## src/rtl/modexp_arbiter_pkg.sv

```systemverilog
// Shared types and helpers for the modexp arbiter slice.
// Latency: n/a (declarations only).
// Backpressure: n/a.
package modexp_pkg;

    typedef enum logic [2:0] {
        ST_IDLE    = 3'd0,
        ST_CHECK   = 3'd1,
        ST_LAUNCH  = 3'd2,
        ST_SETTLE  = 3'd3,
        ST_WAIT    = 3'd4,
        ST_RESPOND = 3'd5
    } state_t;

    // Operand checks run at a fixed width; callers zero-extend into it.
    localparam int unsigned CHK_W = 64;

    // What the engine returns for exponent 0.
    localparam logic [CHK_W-1:0] EXP_ONE = 64'd1;

    function automatic int unsigned operand_width(input int unsigned word);
        return 2 * word;
    endfunction

    // The engine only handles a modulus that fits one word, is at least 2,
    // and exceeds the base.
    function automatic logic operand_reject(input logic [CHK_W-1:0] base,
                                            input logic [CHK_W-1:0] modulo,
                                            input int unsigned      word);
        logic hi_set;
        hi_set = (modulo >> word) != '0;
        return (modulo < 64'd2) || hi_set || (base >= modulo);
    endfunction

endpackage

```

## src/rtl/modexp_arbiter_if.sv

```systemverilog
// Requester-side request/response bundle for the modexp arbiter.
// Latency: n/a (wires only).
// Backpressure: valid/ready on both request and response directions.
interface modexp_arbiter_if #(
    parameter int WORDSIZE = 16,
    parameter int NREQ     = 4
);
    localparam int DW = 2 * WORDSIZE;

    logic [NREQ-1:0]    req_valid;
    logic [NREQ-1:0]    req_ready;
    logic [NREQ*DW-1:0] req_base;
    logic [NREQ*DW-1:0] req_modulo;
    logic [NREQ*DW-1:0] req_exponent;
    logic [NREQ-1:0]    rsp_valid;
    logic [NREQ-1:0]    rsp_ready;
    logic [DW-1:0]      rsp_result;
    logic               rsp_error;

    modport slave (
        input  req_valid, req_base, req_modulo, req_exponent, rsp_ready,
        output req_ready, rsp_valid, rsp_result, rsp_error
    );

    modport master (
        output req_valid, req_base, req_modulo, req_exponent, rsp_ready,
        input  req_ready, rsp_valid, rsp_result, rsp_error
    );
endinterface

```

## src/rtl/modexp_arbiter_rr_pick.sv

```systemverilog
// Round-robin picker: first set request at or after ptr, wrapping.
// Latency: combinational.
// Backpressure: none; grant is a pure function of req and ptr.
module rr_pick #(
    parameter int NREQ = 4
) (
    input  logic [NREQ-1:0]         req,
    input  logic [$clog2(NREQ)-1:0] ptr,
    output logic [NREQ-1:0]         gnt,
    output logic [$clog2(NREQ)-1:0] gnt_idx,
    output logic                    any
);
    localparam int IW = $clog2(NREQ);

    int idx;

    always_comb begin
        idx     = 0;
        gnt     = '0;
        gnt_idx = '0;
        any     = 1'b0;
        for (int k = 0; k < NREQ; k++) begin
            idx = int'(ptr) + k;
            if (idx >= NREQ) idx = idx - NREQ;
            if (!any && req[idx]) begin
                any      = 1'b1;
                gnt[idx] = 1'b1;
                gnt_idx  = IW'(idx);
            end
        end
    end
endmodule

```

## src/rtl/modexp_arbiter.sv

```systemverilog
// Shares one modexp engine among NREQ requesters, screening bad operands.
// Latency: reject -> rsp at T+2; accept -> rsp the cycle after finish in WAIT (>= T+5).
// Backpressure: one job in flight; no req_ready until the response is taken.
module modexp_arbiter
    import modexp_pkg::*;
#(
    parameter int WORDSIZE = 16,
    parameter int NREQ     = 4
) (
    input  logic                  clk,
    input  logic                  reset,
    modexp_arbiter_if.slave       bus,
    output logic                  busy,
    output logic [2*WORDSIZE-1:0] eng_base,
    output logic [2*WORDSIZE-1:0] eng_modulo,
    output logic [2*WORDSIZE-1:0] eng_exponent,
    output logic                  eng_start,
    input  logic                  eng_finish,
    input  logic [2*WORDSIZE-1:0] eng_result
);
    localparam int DW = operand_width(WORDSIZE);
    localparam int IW = $clog2(NREQ);

    state_t          state, state_nxt;
    logic [IW-1:0]   ptr, ptr_nxt, gnt_q;
    logic [DW-1:0]   op_base, op_modulo, op_exponent, result_q;
    logic            err_q;
    logic [NREQ-1:0] pick_gnt;
    logic [IW-1:0]   pick_idx;
    logic            pick_any;
    logic            xfer;
    logic            reject;

    rr_pick #(.NREQ(NREQ)) u_pick (
        .req     (bus.req_valid),
        .ptr     (ptr),
        .gnt     (pick_gnt),
        .gnt_idx (pick_idx),
        .any     (pick_any)
    );

    assign xfer    = (state == ST_IDLE) && pick_any && !reset;
    assign reject  = operand_reject(CHK_W'(op_base), CHK_W'(op_modulo), WORDSIZE);
    assign ptr_nxt = (pick_idx == IW'(NREQ - 1)) ? '0 : pick_idx + IW'(1);

    always_comb begin
        state_nxt = state;
        unique case (state)
            ST_IDLE:    if (xfer) state_nxt = ST_CHECK;
            ST_CHECK:   state_nxt = reject ? ST_RESPOND : ST_LAUNCH;
            ST_LAUNCH:  state_nxt = ST_SETTLE;
            // finish may still be high from the previous job here
            ST_SETTLE:  state_nxt = ST_WAIT;
            ST_WAIT:    if (eng_finish) state_nxt = ST_RESPOND;
            ST_RESPOND: if (bus.rsp_ready[gnt_q]) state_nxt = ST_IDLE;
            default:    state_nxt = ST_IDLE;
        endcase
    end

    always_ff @(posedge clk) begin
        if (reset) begin
            state        <= ST_IDLE;
            ptr          <= '0;
            gnt_q        <= '0;
            op_base      <= '0;
            op_modulo    <= '0;
            op_exponent  <= '0;
            result_q     <= '0;
            err_q        <= 1'b0;
            eng_base     <= '0;
            eng_modulo   <= '0;
            eng_exponent <= '0;
        end else begin
            state <= state_nxt;
            if (xfer) begin
                gnt_q       <= pick_idx;
                ptr         <= ptr_nxt;
                op_base     <= bus.req_base[pick_idx*DW +: DW];
                op_modulo   <= bus.req_modulo[pick_idx*DW +: DW];
                op_exponent <= bus.req_exponent[pick_idx*DW +: DW];
            end
            // Engine operands only move on an accepted job so they stay
            // stable from LAUNCH until the next launch.
            if (state == ST_CHECK) begin
                err_q <= reject;
                if (reject) begin
                    result_q <= '0;
                end else begin
                    eng_base     <= op_base;
                    eng_modulo   <= op_modulo;
                    eng_exponent <= op_exponent;
                end
            end
            if (state == ST_WAIT && eng_finish) result_q <= eng_result;
        end
    end

    always_comb begin
        bus.req_ready = '0;
        bus.rsp_valid = '0;
        if (!reset && state == ST_IDLE)    bus.req_ready = pick_gnt;
        if (!reset && state == ST_RESPOND) bus.rsp_valid[gnt_q] = 1'b1;
    end

    assign bus.rsp_result = result_q;
    assign bus.rsp_error  = err_q;
    assign busy           = (state != ST_IDLE);
    assign eng_start      = reset | (state == ST_LAUNCH);
endmodule

```

## src/flat_wrapper.sv

```systemverilog
// flat-port wrapper written by rule: the top's interface ports become plain ports
module modexp_arbiter_flat import modexp_pkg::*;
#(
    parameter int WORDSIZE = 16,
    parameter int NREQ     = 4
)
  (clk, reset, busy, eng_base, eng_modulo, eng_exponent, eng_start, eng_finish, eng_result, bus_req_valid, bus_req_base, bus_req_modulo, bus_req_exponent, bus_rsp_ready, bus_req_ready, bus_rsp_valid, bus_rsp_result, bus_rsp_error);
  modexp_arbiter_if #(.WORDSIZE(WORDSIZE), .NREQ(NREQ)) bus_i ();
  input  logic clk;
  input  logic reset;
  output logic busy;
  output logic [2*WORDSIZE-1:0] eng_base;
  output logic [2*WORDSIZE-1:0] eng_modulo;
  output logic [2*WORDSIZE-1:0] eng_exponent;
  output logic eng_start;
  input  logic eng_finish;
  input  logic [2*WORDSIZE-1:0] eng_result;
  input wire logic [$bits(bus_i.req_valid)-1:0] bus_req_valid;
  input wire logic [$bits(bus_i.req_base)-1:0] bus_req_base;
  input wire logic [$bits(bus_i.req_modulo)-1:0] bus_req_modulo;
  input wire logic [$bits(bus_i.req_exponent)-1:0] bus_req_exponent;
  input wire logic [$bits(bus_i.rsp_ready)-1:0] bus_rsp_ready;
  output wire logic [$bits(bus_i.req_ready)-1:0] bus_req_ready;
  output wire logic [$bits(bus_i.rsp_valid)-1:0] bus_rsp_valid;
  output wire logic [$bits(bus_i.rsp_result)-1:0] bus_rsp_result;
  output wire logic [$bits(bus_i.rsp_error)-1:0] bus_rsp_error;
  assign bus_i.req_valid = bus_req_valid;
  assign bus_i.req_base = bus_req_base;
  assign bus_i.req_modulo = bus_req_modulo;
  assign bus_i.req_exponent = bus_req_exponent;
  assign bus_i.rsp_ready = bus_rsp_ready;
  assign bus_req_ready = bus_i.req_ready;
  assign bus_rsp_valid = bus_i.rsp_valid;
  assign bus_rsp_result = bus_i.rsp_result;
  assign bus_rsp_error = bus_i.rsp_error;
  modexp_arbiter #(.WORDSIZE(WORDSIZE), .NREQ(NREQ)) u_core (.clk(clk), .reset(reset), .bus(bus_i), .busy(busy), .eng_base(eng_base), .eng_modulo(eng_modulo), .eng_exponent(eng_exponent), .eng_start(eng_start), .eng_finish(eng_finish), .eng_result(eng_result));
endmodule
```

## config.mk

```make
export PLATFORM = sky130hd
export DESIGN_NAME = modexp_arbiter_flat
export DESIGN_NICKNAME = d
export VERILOG_FILES = /design/src/rtl/modexp_arbiter_pkg.sv /design/src/rtl/modexp_arbiter_if.sv /design/src/rtl/modexp_arbiter_rr_pick.sv /design/src/rtl/modexp_arbiter.sv /design/src/flat_wrapper.sv
export SDC_FILE = /design/constraint.sdc
export NUM_CORES = 1
export LEC_CHECK = 0
export ABC_AREA = 1
export BUFFER_PORTS_ARGS = -buffer_cell sky130_fd_sc_hd__buf_2
export CAP_MARGIN = 25
export CORE_AREA = 2 2 218 220
export CTS_BUF_LIST = sky130_fd_sc_hd__clkbuf_4
export DETAILED_ROUTE_END_ITERATION = 16
export DIE_AREA = 0 0 220 222
export PLACE_DENSITY = 0.52
export SETUP_SLACK_MARGIN = 0.4
export SLEW_MARGIN = 20
export SYNTH_ARGS = -nofsm -noshare
export SYNTH_HDL_FRONTEND = slang
export SYNTH_SLANG_ARGS = --single-unit
export TNS_END_PERCENT = 30
```

## constraint.sdc

```tcl
create_clock -name clk -period 2.95 [get_ports clk]
set_input_delay 0.295 -clock clk [delete_from_list [all_inputs] [get_ports clk]]
set_output_delay 0.295 -clock clk [all_outputs]
set_load 0.1 [all_outputs]
```

==> results.txt <==
The flow ran to the end, and the final reports show no timing, DRC or antenna violations. After synthesis, the cell types taking the most area are dfxtp_1 36%, nand2_1 19%, nand3_1 11%. The max-cap violation count came out at 0. The sequential-to-total area share from yosys stat is 0.359. The number of vias per cell after detailed routing is about 4.7. Setup violations remaining at the end of the flow were counted as 0. Once detailed placement completed, the half-perimeter wirelength came to approximately 40000 um. The count of buffers inserted at the top-level ports came out at 565. The clock root buffer is clkbuf_4. The number of synthesis warnings came out at 0. The starting utilization of the core area came out at 0.280. Summing every instance area after synthesis gives 0.0129 mm2. The die width came out at approximately 220 um. CTS saw around 230 sinks. In the finished design, the share of the clock period the worst path needs comes to 0.891.

The total nets after synthesis is 2559. The level count of the clock H-tree is 3. The final worst clock skew is between 50 and 60 ps. The fraction of the mapped netlist area in simple logic gates is 0.406. The total of flip-flops plus latches after synthesis came out at 232.

The clock reaches the later pin of the worst-skew pair after around 750 ps. The finished cells cover 0.0221 mm2. Of the total synthesized cell area, the portion taken by full adders, half adders and majority gates is 0.0358. The core footprint came out at 0.0463 mm2. Setup repair after global routing could not meet its margin everywhere. The DRC violation count after routing came out at 0. The total power came out at 20.9 mW. Once detail routing completed, the nets flagged for antenna violations numbered 0. For this design, the slowest cell found on the critical path is dfxtp_2. The per-cell routed wire length came out at 17.1 um. The last weighted congestion value of the routability-driven placer came out at 0.871. Counting cells, the worst reg-to-reg path comes to 14. The required time at the endpoint of the critical path came out at between 2000 and 3000 ps. The highest clock rate is approximately 0.38 GHz. Clock-pin slew was measured on the worst setup and hold paths at 60 ps.

The floorplan has 79 rows. The number of buffers on the longest clock path is 3. The via count of the first global-routing pass is 18000. The maximum number of pins on one net before global-route repair came out at just over 100. The TritonCTS clock tree is built. The minimum clock period after layout is 2630 ps. The number of unique standard cell types used by synthesis is 32.

The worst min-delay path category is input pin to flip-flop. The die covers a little under 0.05 mm2. The arrival time at the worst endpoint came out at 2330 ps. The number of buffers added by the clock tree synthesis step came out at 70. The global-route congestion overflow total is 0. Once routing completed, OpenROAD measured the worst setup slack at between 300 and 400 ps.

The power density normalized to cell area is around 950 mW/mm2. The total routing usage reported by global routing is 0.246. The layout overhead on the synthesized area is 70.7%.

The I/O pin total is 566. The endpoint type of the worst setup path is an output pin. The setup slack at placement is approximately 210 ps.

The highest cell delay on the worst timing path is 330 ps. Measured against its own limit, the worst slew margin works out to 0.356. The share of the synthesized area in compound gates (AO/OA/AOI/OAI) came out at 0.0942.

The mean post-synth cell area is 6.18 um2. The instance area after placement came out at 0.0164 mm2. The overall die height is between 200 and 250 um.

The cell depth of the worst hold path is 7. The area share of xor/xnor cells in the synthesized design came out at 0. Wires add up to 63800 um. The routed layout has 17700 vias. After the last flow step, the layout net total stands at 3541. The critical path is of the flip-flop to output pin type.

The leakage power is 11.9 nW. The peak ir drop on the vdd network is 0.000700 V. The count of TritonRoute iterations in the first routing pass came out at 7.

The first global-routing pass estimated about 94000 um of wire. Of all cell types, the one taking the most synthesized area is dfxtp_1. The worst setup path is launched from a flip-flop. The count of final max-slew check failures is 0. In this run the worst path has a maximum fanout of 6. In this run, the number of DRC markers left after iteration 0 of detailed routing was around 1100. Hold is met by 138 ps. The initial antenna violation count is 3. The core occupancy in the finished layout is 0.478. The main combinational cell family by area after synthesis is simple AND/OR/NAND/NOR gates. The mux contribution to synthesized area is 0. The number of instances in the synthesized netlist is 2095. Traced cell by cell, the critical path runs through inv_2, ha_4, inv_4, nand3_4, nand2_8, nor2_4, a22oi_1, o21ai_0, o21ai_1, inv_1, buf_12. The slew of the pin with the lowest slew margin came out at 966 ps. The final hold violation count is 0. The fraction of synthesized cell area taken by the top area cell type came out at 0.359. The share of layout cells above drive strength 1 came out at 0.268.
==> cell usage in the layout, fill, tap and decap left out, drive strengths merged <==
| cell | count |
|---|---|
| a21oi | 53 |
| inv | 196 |
| nor3 | 6 |
| clkinvlp | 1 |
| o21a | 1 |
| diode | 3 |
| dfxtp | 232 |
| or2 | 46 |
| clkbuf | 111 |
| ha | 37 |
| o21ai | 179 |
| o22ai | 1 |
| nand4 | 7 |
| clkinv | 15 |
| a22oi | 3 |
| a211oi | 2 |
| nor2 | 237 |
| nand3 | 279 |
| nor4 | 1 |
| nand3b | 1 |
| buf | 620 |
| bufinv | 3 |
| o21bai | 1 |
| nand2 | 679 |
| dlygate4sd3 | 418 |
==> cell usage after synthesis <==
master,number
nand2_1,672
nand3_1,276
nor2_1,235
dfxtp_1,232
inv_1,192
o21ai_0,170
clkbuf_1,72
a21oi_1,53
or2_2,46
ha_1,37
buf_2,36
buf_4,14
o21ai_1,9
nand4_1,7
buf_1,6
nor3_1,6
nand2_2,5
inv_2,4
a22oi_1,3
buf_6,3
nand3_2,3
a211oi_1,2
nand2_4,2
nor2_2,2
clkbuf_2,1
clkinv_1,1
inv_4,1
nand3b_1,1
nor4_1,1
o21a_1,1
o21bai_1,1
o22ai_1,1
==> state kept, by name, summed over array words and instances, names as in the netlist, named ones only <==
signal	count
u_core.eng_modulo	32
u_core.op_exponent	32
u_core.state	3
u_core.gnt_q	2
u_core.ptr	1
u_core.op_base	32
u_core.eng_base	32
u_core.eng_exponent	32
u_core.bus.rsp_result	32
u_core.bus.rsp_error	1
u_core.op_modulo	32
==> critical path: cells and delay by family, from the launching register on <==
kind | cells | cell delay [ps]
compound gates | 3 | 400
fa+ha+maj | 1 | 260
buf+inv | 4 | 360
flops | 1 | 330
simple gates | 3 | 260
==> stage by stage <==
stage	std cells	TNS, ps
detailed placement	3169	0
finish	3739	0
global route	3739	0
global placement	3169	0
floorplan	2095	-656
CTS	3722	0
==> routing by layer <==
metal,global-route usage,vias to the layer above,part of all wire
li1,-,8608,-
met1,0.273,7889,0.39
met2,0.406,883,0.47
met3,0.0590,281,0.074
met4,0.182,0,0.067
met5,0,-,0
==> kinds of logic (layout without fill, tap and decap cells) <==
| family | after synthesis | count (layout) |
|---|---|---|
| buffers and inverters | 330 | 1364 |
| other | 0 | 3 |
| adder cells (fa/ha/maj) | 37 | 37 |
| AND/OR/NAND/NOR | 1256 | 1256 |
| flip-flops | 232 | 232 |
| AO/OA/AOI/OAI | 240 | 240 |
==> power by group <==
group	internal [mW]	switching, mW
Sequential	3.90	0.472
Combinational	4.35	8.77
Clock	1.91	1.49
Total	10.2	10.7
==> area by class of cell <==
class / count / area [um2]
sequential: 232 / 4660
fill: 4573 / 24200
clock buffer: 107 / 803
timing repair buffer: 1042 / 7810
multi-input combinational: 1533 / 7160
antenna: 3 / 7.51
inverter: 198 / 762
clock inverter: 17 / 145
tap: 607 / 759
==> repair_timing <==
action / 4_1_cts / 5_1_grt
gates cloned: 0 / 5
hold endpoints to repair: 131 / 0
pin swaps: 10 / 14
hold buffers: 419 / 0
resized for setup: 44 / 41
endpoints found under the setup margin: 72 / 181
buffers inserted: 10 / 9
==> worst paths after layout <==
path / from / endpoint / slack [ps]
min reg2reg: u_core.eng_modulo[22] / u_core.eng_modulo[22] / 450
min: bus_req_base[126] / u_core.op_base[30] / 140
max reg2reg: u_core.ptr[1] / u_core.op_exponent[27] / 460
max: u_core.ptr[1] / bus_req_ready[0] / 320
Note: power is estimated with default switching activity, not from simulation.
